$ cat config.mk
export PLATFORM = sky130hd
export DESIGN_NAME = alu_pipe
export DESIGN_NICKNAME = d
export VERILOG_FILES = /design/src/rtl/alu_pipe_pkg.sv /design/src/rtl/alu_core.sv /design/src/rtl/alu_pipe.sv
export SDC_FILE = /design/constraint.sdc
export NUM_CORES = 1
export LEC_CHECK = 0
export ABC_AREA = 1
export CORE_MARGIN = 2
export CORE_UTILIZATION = 50
export CTS_CLUSTER_SIZE = 40
export DETAILED_ROUTE_END_ITERATION = 16
export HOLD_SLACK_MARGIN = 0.02
export MAX_ROUTING_LAYER = met4
export PLACE_DENSITY = 0.88
export SETUP_SLACK_MARGIN = 0.4
export SLEW_MARGIN = 20
export SYNTH_ARGS = -nofsm -noshare
export SYNTH_HDL_FRONTEND = slang
export SYNTH_SLANG_ARGS = --single-unit
$ cat constraint.sdc
create_clock -name clk -period 6.2 [get_ports clk]
set_input_delay 1.24 -clock clk [delete_from_list [all_inputs] [get_ports clk]]
set_output_delay 1.24 -clock clk [all_outputs]
set_load 0.02 [all_outputs]
$ cat src/rtl/alu_pipe_pkg.sv
// Shared opcode encodings for the alu_pipe datapath and its pipeline wrapper.
package alu_pipe_pkg;

    typedef enum logic [2:0] {
        FuncAdd   = 3'b000,
        FuncAdc   = 3'b001,
        FuncSub   = 3'b010,
        FuncSbc   = 3'b011,
        FuncAnd   = 3'b100,
        FuncOr    = 3'b101,
        FuncXor   = 3'b110,
        FuncPassB = 3'b111
    } func_e;

endpackage

$ cat src/rtl/alu_core.sv
// Combinational ALU datapath: operands, opcode and selected carry in -> result, carry, overflow.
// Overflow output exists only when ALU_PIPE_OVF_EN is defined.
module alu_core
    import alu_pipe_pkg::*;
#(
    parameter int unsigned WIDTH = 8
) (
    input  logic [WIDTH-1:0] a_i,
    input  logic [WIDTH-1:0] b_i,
    input  func_e            func_i,
    input  logic             cin_i,
    output logic [WIDTH-1:0] res_o,
`ifdef ALU_PIPE_OVF_EN
    output logic             ovf_o,
`endif
    output logic             carry_o
);

    logic             sub_op;
    logic [WIDTH-1:0] b_op;
    logic [WIDTH:0]   sum;

    // SUB/SBC reuse the adder with the inverted B operand; carry 1 means no borrow.
    assign sub_op = (func_i == FuncSub) || (func_i == FuncSbc);
    assign b_op   = sub_op ? ~b_i : b_i;
    assign sum    = {1'b0, a_i} + {1'b0, b_op} + {{WIDTH{1'b0}}, cin_i};

    always_comb begin
        res_o   = '0;
        carry_o = 1'b0;
        unique case (func_i)
            FuncAdd, FuncAdc, FuncSub, FuncSbc: begin
                res_o   = sum[WIDTH-1:0];
                carry_o = sum[WIDTH];
            end
            FuncAnd:   res_o = a_i & b_i;
            FuncOr:    res_o = a_i | b_i;
            FuncXor:   res_o = a_i ^ b_i;
            FuncPassB: res_o = b_i;
            default:   res_o = '0;
        endcase
    end

`ifdef ALU_PIPE_OVF_EN
    // Signed overflow: both adder inputs share a sign that the sum does not.
    assign ovf_o = !func_i[2] && (a_i[WIDTH-1] == b_op[WIDTH-1])
                   && (sum[WIDTH-1] != a_i[WIDTH-1]);
`endif

endmodule

$ cat src/rtl/alu_pipe.sv
// Single-stage ALU pipeline: valid/ready handshake, registered result and flags, carry flag C.
// Optional overflow flag output is enabled by defining ALU_PIPE_OVF_EN.
module alu_pipe
    import alu_pipe_pkg::*;
#(
    parameter int unsigned WIDTH = 8
) (
    input  logic             clk,
    input  logic             rst_n,
    input  logic             in_valid,
    output logic             in_ready,
    input  logic [WIDTH-1:0] input_a,
    input  logic [WIDTH-1:0] input_b,
    input  logic             carry_in,
    input  logic [2:0]       func,
    input  logic             flags_clr,
    output logic             out_valid,
    input  logic             out_ready,
    output logic [WIDTH-1:0] result,
    output logic             carry_out,
    output logic             zero,
`ifdef ALU_PIPE_OVF_EN
    output logic             overflow,
`endif
    output logic             negative
);

    func_e            op;
    logic             accept;
    logic             arith;
    logic             cin_sel;
    logic [WIDTH-1:0] core_res;
    logic             core_carry;

    logic             out_valid_d, out_valid_q;
    logic [WIDTH-1:0] result_d, result_q;
    logic             carry_d, carry_q;
    logic             zero_d, zero_q;
    logic             neg_d, neg_q;
    logic             c_d, c_q;

    assign op       = func_e'(func);
    assign arith    = !func[2];
    assign in_ready = rst_n && (!out_valid_q || out_ready);
    assign accept   = in_valid && in_ready;

    // A coincident flags_clr makes chained ops see C=0.
    always_comb begin
        cin_sel = 1'b0;
        case (op)
            FuncAdd:          cin_sel = carry_in;
            FuncAdc, FuncSbc: cin_sel = flags_clr ? 1'b0 : c_q;
            FuncSub:          cin_sel = 1'b1;
            default:          cin_sel = 1'b0;
        endcase
    end

`ifdef ALU_PIPE_OVF_EN
    logic core_ovf;
    logic ovf_d, ovf_q;
`endif

    alu_core #(
        .WIDTH(WIDTH)
    ) u_alu_core (
        .a_i     (input_a),
        .b_i     (input_b),
        .func_i  (op),
        .cin_i   (cin_sel),
        .res_o   (core_res),
`ifdef ALU_PIPE_OVF_EN
        .ovf_o   (core_ovf),
`endif
        .carry_o (core_carry)
    );

    always_comb begin
        out_valid_d = out_valid_q;
        result_d    = result_q;
        carry_d     = carry_q;
        zero_d      = zero_q;
        neg_d       = neg_q;
        c_d         = c_q;
`ifdef ALU_PIPE_OVF_EN
        ovf_d       = ovf_q;
`endif
        if (accept) begin
            out_valid_d = 1'b1;
            result_d    = core_res;
            carry_d     = core_carry;
            zero_d      = (core_res == '0);
            neg_d       = core_res[WIDTH-1];
`ifdef ALU_PIPE_OVF_EN
            ovf_d       = core_ovf;
`endif
        end else if (out_ready) begin
            out_valid_d = 1'b0;
        end
        if (accept && arith) begin
            c_d = core_carry;
        end else if (flags_clr) begin
            c_d = 1'b0;
        end
    end

    always_ff @(posedge clk) begin
        if (!rst_n) begin
            out_valid_q <= 1'b0;
            result_q    <= '0;
            carry_q     <= 1'b0;
            zero_q      <= 1'b0;
            neg_q       <= 1'b0;
            c_q         <= 1'b0;
        end else begin
            out_valid_q <= out_valid_d;
            result_q    <= result_d;
            carry_q     <= carry_d;
            zero_q      <= zero_d;
            neg_q       <= neg_d;
            c_q         <= c_d;
        end
    end

`ifdef ALU_PIPE_OVF_EN
    always_ff @(posedge clk) begin
        if (!rst_n) begin
            ovf_q <= 1'b0;
        end else begin
            ovf_q <= ovf_d;
        end
    end

    assign overflow = ovf_q;
`endif

    assign out_valid = out_valid_q;
    assign result    = result_q;
    assign carry_out = carry_q;
    assign zero      = zero_q;
    assign negative  = neg_q;

endmodule

* Word-level counts from Yosys, hierarchy flattened
Cells that the tools add are included.
** Operators by class
- Add/sub/neg operators :: 2
- Eq/ne operators :: 7
- Mux-type cells :: 8
- Bitwise operators :: 4
- Reduce and logical (&&, ||, !) cells :: 12
** Operators with widths (number)
- case mux 8 bit (5 select lines) :: 1
- equality test 3 bit (second input constant) :: 4
- adder 8 x 8 -> 9 bit :: 1
- adder 9 x 1 -> 9 bit :: 1
- bitwise AND 8 bit :: 1
- logical NOT 8 bit :: 1
- two-way mux 8 bit :: 1
- NOT 8 bit :: 1
- bitwise OR 8 bit :: 1
- bitwise XOR 8 bit :: 1
- equality test 3 x 2 -> 1 bit (second input constant) :: 2
- two-way mux 1 bit :: 5
- OR reduction 4 bit :: 1
- equality test 3 x 1 -> 1 bit (second input constant) :: 1
- logical AND 1 bit :: 3
- logical NOT 3 bit :: 1
- case mux 1 bit (3 select lines) :: 1
- logical NOT 1 bit :: 2
- logical OR 1 bit :: 2
- nonzero test 2 bit :: 1
- OR reduction 2 bit :: 1
** Word-level totals
- Register bits after elaboration :: 13
- Input port bits :: 25
- Output and inout port bits :: 13
- Word-level logic and storage cells :: 39

* Logic depth before layout (Yosys ltp)
- Depth after elaboration :: 7
- Gate-level depth with buffers :: 17
- Mapped depth without buffers :: 17

* Modules after synthesis
From an unflattened synthesis, not the netlist that was laid out.
** Second synthesis, totals
- Cell total of the unflattened synthesis :: 222
- Area, all modules :: 1436.4 um^2
** By module, submodules not included
- alu_core :: instances 1, cells an instance 151, area an instance 928.4 um^2, sequential area each 0.0 um^2
- alu_pipe :: instances 1, cells an instance 71, area an instance 508.0 um^2, sequential area each 240.2 um^2

* Worst setup path after synthesis
No wires, ideal clock.
- Path type :: input to register
- From :: input port func[2]
- To :: register zero_q, in the netlist zero
- Setup time :: 0.070 ns
- Arrival time :: 3.366 ns
- Required time :: 6.130 ns
- Slack :: 2.764 ns
- Stages on the path :: 15
- Buffers on the path :: 1
- Cell sequence :: inv_2 -> buf_2 -> nand2_1 -> xor2_1 -> fa_1 -> inv_1 -> fa_1 -> or2_2 -> nand3_1 -> nand2_2 -> nor2_2 -> nand3_1 -> nor2_1 -> nand3_1 -> a21oi_1
** On the way
- Longest elaborated chain between the ends :: 7
- Elaborated cells on any way between the ends :: 17
- Classes of those cells :: 2 x add/sub; 7 x eq/ne; 3 x mux; 5 x reduce/logical
** Ends and longest elaborated chain
- start, declared :: line alu_pipe.sv:15 : input logic [2:0] func,
- equality test 3 x 2 -> 1 bit :: line alu_core.sv:24, alu_core.sv:31, alu_pipe.sv:50
- logical OR 1 bit :: line alu_core.sv:24 : assign sub_op = (func_i == FuncSub) || (func_i == FuncSbc);
- two-way mux 8 bit :: line alu_core.sv:25 : assign b_op = sub_op ? ~b_i : b_i;
- adder 8 x 8 -> 9 bit :: line alu_core.sv:26 : assign sum = {1'b0, a_i} + {1'b0, b_op} + {{WIDTH{1'b0}}, cin_i};
- adder 9 x 1 -> 9 bit :: line alu_core.sv:26
- case mux 8 bit (5 select lines) (*) :: line alu_core.sv:31 : unique case (func_i)
- logical NOT 8 bit (*) :: line alu_pipe.sv:91 : zero_d = (core_res == '0);
- end signal, assigned :: line alu_pipe.sv:118 : zero_q <= zero_d;
- end, declared :: line alu_pipe.sv:38 : logic zero_d, zero_q;
Mark *: on every way between the ends. The rest lies on a longest branch, timed or not.
A chain may end at the register's enable or synchronous reset.

* Worst setup path in the final report
Ends and elaborated chain as after synthesis.

==> impl_metrics.toml <==
[status]
status = "finished clean"

[logic_synthesis]
synthSimpleGateAreaFrac_pct = 32.07
synth_area_leaders = "ha_1 19%, dfxtp_1 16%, nand3_1 11%"
synth_mux_area_share_pct = 0
yosys_warnings = 0
synth_compound_area_share_pct = 12.53
synth_top_family_by_area = "simple AND/OR/NAND/NOR gates"
ys_seq_area_share_pct = 15.83
syn_inst = 233
ys.flop_type = "dfxtp_1"
synth_edf_count = 0
ys_ff_latch = 12
netlist_area_sq_mm = 0.001518
async_flop_share_pct = 0
syn_nets = 283
synth_fa_ha_area_share_pct = 21.60
synth_top_area_share_pct = 18.96
synth_top_cell_by_area = "ha_1"
ys_types = 29
synth-xor-area-share_pct = 4.617
syn_area_per_cell_sq_um = 6.514

[global_routing]
grt_max_degree = 16
grt_pass1_vias = 1377
use_met3_pct = 1.092
grt_util_met2_pct = 36.98
busiest_layer = "met2"
track_usage_pct = 21.70
use_met1_pct = 27.96
grt_overflow_total = 0
antenna_found_initial = 0
grt_pass1_wl_um = 5830

[layout]
fin_area_sq_mm = 0.001916
area_growth_pct = 26.22
nets = 318
diodes = 0
n_fill_cell = 257
seq_area_sq_um = 240.2
multi_input_area_sq_mm = 0.001075
drive_gt1_share_pct = 5.618
fin_cells = 298

[worst_setup_path]
crit_fanout = 15
crit_arrival_ns = 4.62
regToRegSetupSlack_ns = 3.86
path_class = "in2reg"
critPathRequiredTime_ns = 6.41
start_kind = "input port"
r2r_start = "c_q$_SDFF_PN0_"
r2r_cells = 14
r2r-end = "zero$_SDFFE_PN0P_"
endpoint_kind = "flip-flop"

[die]
rows = 19
die_x_um = 59.10
io_pins = 38
core_sq_mm = 0.002829
fp.dieH_um = 59.10
start_util_pct = 53.65
die_area_sq_mm = 0.003492

[detailed_routing]
drt.antenna.violating_nets = 0
routed_wl_um = 3521
drt_iter0_drc = 64
firstDrtPassIters = 4
vias = 1607
wl_per_cell_um = 11.82
routed_via_density = 5.393
post-route-drc-count = 0

[power_and_ir_drop]
powerDensity_mw_per_mm2 = 150.7
p_leak_nw = 0.9558
ir_drop_mv = 0.06794
total_power_mw = 0.2886

[cts]
htreeDepth = 1
clockBufferDepth = 2
clk_pin_slew_worst_paths_ns = 0.07
cts-root-buf = "clkbuf_4"
cts_tree = "done"
cts_setup_buffers = 0
cts.repair.resized = 0
clock_latency_ns = 0.27
cts.sinks = 12
hold_buffers = 0
cts_buffers = 3

[timing]
hold_viol = 0
rsz0062_at_grt = "false"
slew_violations = 0
fin_setup_tns_ns = 0
period_needed_ns = 4.415
fin_crit_sh_pct = 71.20
tightest_slew_ns = 0.5789
slew_headroom_pct = 61.29
fmax_mhz = 226.5
setup_viol = 0
fin_skew_ns = 0.003546

[worst_hold_path]
hold_path_end = "carry_out$_SDFFE_PN0P_"
hold-path-cell-count = 2
min_from = "carry_out$_SDFFE_PN0P_"
min_path_type = "reg2reg"

[job]
max-cap-violations = 0

[placed_design]
placed_cells = 294
placed_area_sq_mm = 0.001879
port_buffers = 37
place_hpwl_um = 2899
gp_congestion = 0.8918
## how the worst max path moves through the flow
stage / end / depth (start not counted) / startpoint
floorplan: zero$_SDFFE_PN0P_ / 15 / func[2]
global placement: zero$_SDFFE_PN0P_ / 15 / func[2]
detailed placement: zero$_SDFFE_PN0P_ / 15 / func[2]
CTS: zero$_SDFFE_PN0P_ / 15 / func[2]
global route: zero$_SDFFE_PN0P_ / 15 / func[2]
finish: zero$_SDFFE_PN0P_ / 15 / func[2]
## cell usage in the layout (no fill, tap or decap), types with 2 or more instances in the layout
cell,n
a21oi_1,14
inv_1,37
nand3_2,2
xor2_1,8
clkbuf_4,3
nor2_1,23
nand4_1,3
clkdlybuf4s50_1,37
or2_2,2
ha_1,23
nand3_1,33
dfxtp_1,12
nor2_2,2
inv_2,2
a31oi_1,3
nand2_1,38
fa_1,2
o21ai_0,13
## metal layers
metal  part of all wire, %  vias up
met5                     0        -
met4                  0.57        0
met3                   4.5        3
met2                    50       48
met1                    45      734
li1                      -      822
## cells in the mapped netlist (3+ instances only)
master	count
nor2_1	23
inv_1	37
buf_4	3
nand3_1	33
ha_1	23
o21ai_0	13
a31oi_1	3
dfxtp_1	12
nand4_1	3
a21oi_1	14
xor2_1	8
nand2_1	38
## through the flow
stage | setup WS (ns) | utilization [%] | hold WS (ns)
floorplan | 2.765 | - | 0.4575
global placement | 1.718 | 66.43 | 0.4532
detailed placement | 1.582 | 66.43 | 0.4563
CTS | 1.860 | 67.71 | 0.4677
global route | 1.637 | 67.71 | 0.4949
finish | 1.785 | 67.71 | 0.4655
## logic make-up (layout without fill, tap and decap cells)
logic type / Yosys count / after routing
and+or+nand+nor: 106 / 106
buffers and inverters: 47 / 81
AOI/OAI and AO/OA: 35 / 35
adders and majority gates: 25 / 25
DFF: 12 / 12
xor gates and xnor gates: 8 / 8
## area by class of cell
type	instances	area share, %
clock buffers	4	1.894
inverters	40	8.099
multi-input cells	174	56.11
flip-flops and latches	12	12.54
well taps	31	2.025
repair buffers	37	19.33
## state kept, by name (all words and copies together) (netlist names)
| signal | flops |
|---|---|
| zero | 1 |
| result | 8 |
| out_valid | 1 |
| c_q | 1 |
| carry_out | 1 |
## report_power, final
group	switching [mW]	internal, mW	leakage, nW	total [mW]
sequential	0.00287	0.0829	0.0986	0.0858
clock	0.0256	0.0357	0.0210	0.0613
combinational	0.0805	0.0610	0.836	0.142
## worst max-delay path: stages
cell             delay [ns]
clkdlybuf4s50_1        0.84
inv_2                  0.22
nand2_1                0.41
xor2_1                 0.24
fa_1                   0.20
inv_1                  0.07
fa_1                   0.40
or2_2                  0.28
nand3_1                0.08
nand2_2                0.06
nor2_2                 0.14
nand3_1                0.10
nor2_1                 0.12
nand3_1                0.08
a21oi_1                0.12
(Power assumes the default switching activity.)
==> RTL edit 1, RTL diff (same settings) <==
`WIDTH` is set to 8 in 2 places; all go to 12.
--- a/src/rtl/alu_core.sv
+++ b/src/rtl/alu_core.sv
@@ -4,5 +4,5 @@
     import alu_pipe_pkg::*;
 #(
-    parameter int unsigned WIDTH = 8
+    parameter int unsigned WIDTH = 12
 ) (
     input  logic [WIDTH-1:0] a_i,
--- a/src/rtl/alu_pipe.sv
+++ b/src/rtl/alu_pipe.sv
@@ -4,5 +4,5 @@
     import alu_pipe_pkg::*;
 #(
-    parameter int unsigned WIDTH = 8
+    parameter int unsigned WIDTH = 12
 ) (
     input  logic             clk,
Ports: changed (resized input_a, input_b and result); port bits go from 38 to 50. No check against the original RTL was run, so the function may have changed too.
==> RTL edit 1 against the original RTL <==
  * Core utilization shrank 3.0 points
  * Worst setup slack got worse by 0.68 ns
  * Final area up 48%
  * Register-to-register slack worse by 0.19 ns
  * Wire length up 81%
  * Area after synthesis up 51%
  * Critical endpoint unchanged
  * Sequential cell count is 4 higher
  * Cell count rose by 59%
  * Total power rose by 45%
  * Non-clock buffer count up 12
==> RTL edit 1: results <==
group,metric,value,unit
run_status,status,"complete, no violations",
clocking,cts-root-buf,"clkbuf_8",
yosys,yosysSeqAreaShare,0.1395,
grt,track_usage,0.2628,
critical_path,ff2ff_path_depth,18,
yosys,synthTopCellsByCount,"97 x nand2_1, 74 x inv_1, 35 x ha_1, 35 x nor2_1, 34 x nand3_1",
critical_path,critPathMaxFanout,16,
placed_design,dpl_cell_area,2798,um^2
drt,drtIter0Drc,178,
drt,vias,2497,
yosys,synth.distinct_cells,27,
placed_design,place_hpwl,5.204,mm
yosys,synth-compound-area-share,0.1226,
pwr,ir_worst_vdd,0.07449,mV
grt,grt_max_degree,17,
yosys,synth_fa_ha_area_frac,0.2082,
placed_design,portBuffers,49,
critical_path,r2r_slack,3.67,ns
placed_design,place_ws,0.9368,ns
drt,viasPerCell,5.279,
sta,hold_ws,0.4681,ns
pwr,combPwrFrac,0.543,
grt,gr-usage-met1,0.3499,
grt,met3_usage,0.02250,
sta,slew_headroom,0.5422,
finish,drive_gt1_frac,0.02138,
placed_design,gp_congestion,0.9182,
pwr,leakagePower,1.520,nW
sta,fin_skew,0.0007874,ns
drt,met3WireLength,324,um
drt,routedWlPerCell,13.46,um
placed_design,placedCellCount,470,
grt,use_met2,0.4321,
finish,largest_reg_flops,12,
## RTL edit 1: worst max path at each step
stage | startpoint | endpoint | slack (ns) | cells after the start
3_3_place_gp | func[2] | zero$_SDFFE_PN0P_ | 1.15 | 19
2_1_floorplan | func[2] | zero$_SDFFE_PN0P_ | 2.59 | 20
6_report | func[2] | zero$_SDFFE_PN0P_ | 1.11 | 19
5_1_grt | func[2] | zero$_SDFFE_PN0P_ | 0.80 | 19
4_1_cts | func[2] | zero$_SDFFE_PN0P_ | 1.19 | 19
3_5_place_dp | func[2] | zero$_SDFFE_PN0P_ | 0.94 | 19
## RTL edit 1: layout make-up
class	instances	area, um^2	share of cell area
inverter	75	281.5	0.09916
timing repair buffer	49	490.5	0.1728
sequential	16	320.3	0.1128
clock buffer	3	41.29	0.01454
multi-input combinational	278	1640	0.5778
tap	52	65.06	0.02292
==> RTL edit 2, RTL diff (config.mk and constraints unchanged) <==
Made on the original files. Take the reset off `result_q` and load it in a clocked block of its own.
--- a/src/rtl/alu_pipe.sv
+++ b/src/rtl/alu_pipe.sv
@@ -107,5 +107,4 @@
         if (!rst_n) begin
             out_valid_q <= 1'b0;
-            result_q    <= '0;
             carry_q     <= 1'b0;
             zero_q      <= 1'b0;
@@ -114,5 +113,4 @@
         end else begin
             out_valid_q <= out_valid_d;
-            result_q    <= result_d;
             carry_q     <= carry_d;
             zero_q      <= zero_d;
@@ -120,4 +118,8 @@
             c_q         <= c_d;
         end
+    end
+
+    always_ff @(posedge clk) begin
+        result_q <= result_d;
     end
 
Function: differs if rst_n is asserted again (counterexample within 4 cycles, from zero or initial values and one cycle with rst_n low); with rst_n held inactive, the same outputs for 10 cycles.
==> RTL edit 2 against the original RTL <==
  * Synthesized cell count increased by 2.1%
  * Total power increased by 0.79%
  * Cell count increased by 7.4%
  * Clock skew increased by 0.0021 ns
  * Final area increased by 5.0%
  * Sequential share of layout area increased by 4.4 points
  * Worst setup slack improved by 0.38 ns
  * Via count decreased by 1.9%
  * Area after synthesis increased by 4.5%
  * Clock power decreased by 14%
  * Wire length increased by 1.8%
  * Sequential cell count increased by 1
  * Critical endpoint unchanged
  * Largest cell class unchanged
==> RTL edit 2: results <==
group,metric,value,unit
finish,final_cells,320,
run_status,status,"complete, no violations",
finish,ff_latch_area,340.3,um^2
finish,multi_input_gates,172,
sta,fin_skew,0.005612,ns
finish,layout.nets,327,
finish,antenna_cells,0,
finish,drive_gt1_frac,0.06159,
yosys,yosysSeqAreaShare,0.2147,
grt,met3_usage,0.008658,
grt,grt_pass1_vias,1393,
finish,nFillCells,259,
pwr,ir_worst_vdd,0.06137,mV
placed_design,place_ws,1.904,ns
yosys,synth-edff-count,8,
pwr,seq_power_share,0.347,
drt,wl_met2,1.756,mm
clocking,clkSinkCount,13,
drt,vias,1576,
yosys,synth_fa_ha_area_frac,0.2068,
pwr,p_int,0.1812,mW
clocking,clkLatencyLatePin,0.29,ns
yosys,syn_nets,288,
pwr,leakagePower,1.044,nW
grt,gr-usage-met1,0.2757,
grt,use_met2,0.3960,
grt,track_usage,0.2249,
finish,multi_input_area_share,0.5124,
drt,met3WireLength,156,um
yosys,syn_avg_cell_area,6.661,um^2
sta,slew_headroom,0.4708,
drt,met1_length,1.619,mm
critical_path,crit_arrival,4.27,ns
yosys,synth-compound-area-share,0.06156,
critical_path,crit_family,"buffers and inverters",
yosys,synth_xor_area_frac,0.04972,
yosys,synth_ff_type,"edfxtp_1",
finish,final-clk-cell-share,0.01368,
critical_path,crit_path_top_delay_cell,"clkdlybuf4s50_1",
pwr,seq_power,0.101,mW
yosys,synthTopCellsByCount,"58 x nand2_1, 44 x inv_1, 27 x nor2_1",
drt,first_pass_iters,4,
grt,grt_max_degree,16,
placed_design,place_hpwl,3.049,mm
pwr,comb-power,0.137,mW
drt,routedWlPerCell,11.20,um
grt,grt_pass1_wl,6.037,mm
finish,buffer_area_frac,0.1841,
placed_design,dpl_cell_area,1984,um^2
drt,drtIter0Drc,67,
critical_path,critPathMaxStageDelay,0.68,ns
finish,fin_util,0.6645,
clocking,cts_buffer_depth,2,
## RTL edit 2: cell count changes after synthesis, sizes merged, moves of 3 or more
cell / before / now
dfxtp: 12 / 5
nor2: 25 / 28
nand3: 35 / 21
buf: 6 / 3
nand4: 3 / 6
o21ai: 14 / 7
inv: 40 / 50
edfxtp: 0 / 8
a21oi: 14 / 8
nand2: 39 / 59
## RTL edit 2: path summary, 6_finish.rpt
check                    startpoint                     end  slack, ns  cells after the start
min reg2reg  carry_out$_SDFFE_PN0P_  carry_out$_SDFFE_PN0P_       0.47                      2
min          carry_out$_SDFFE_PN0P_  carry_out$_SDFFE_PN0P_       0.47                      2
max                         func[2]       zero$_SDFFE_PN0P_       2.16                     15
max reg2reg          c_q$_SDFF_PN0_       zero$_SDFFE_PN0P_       3.90                     14
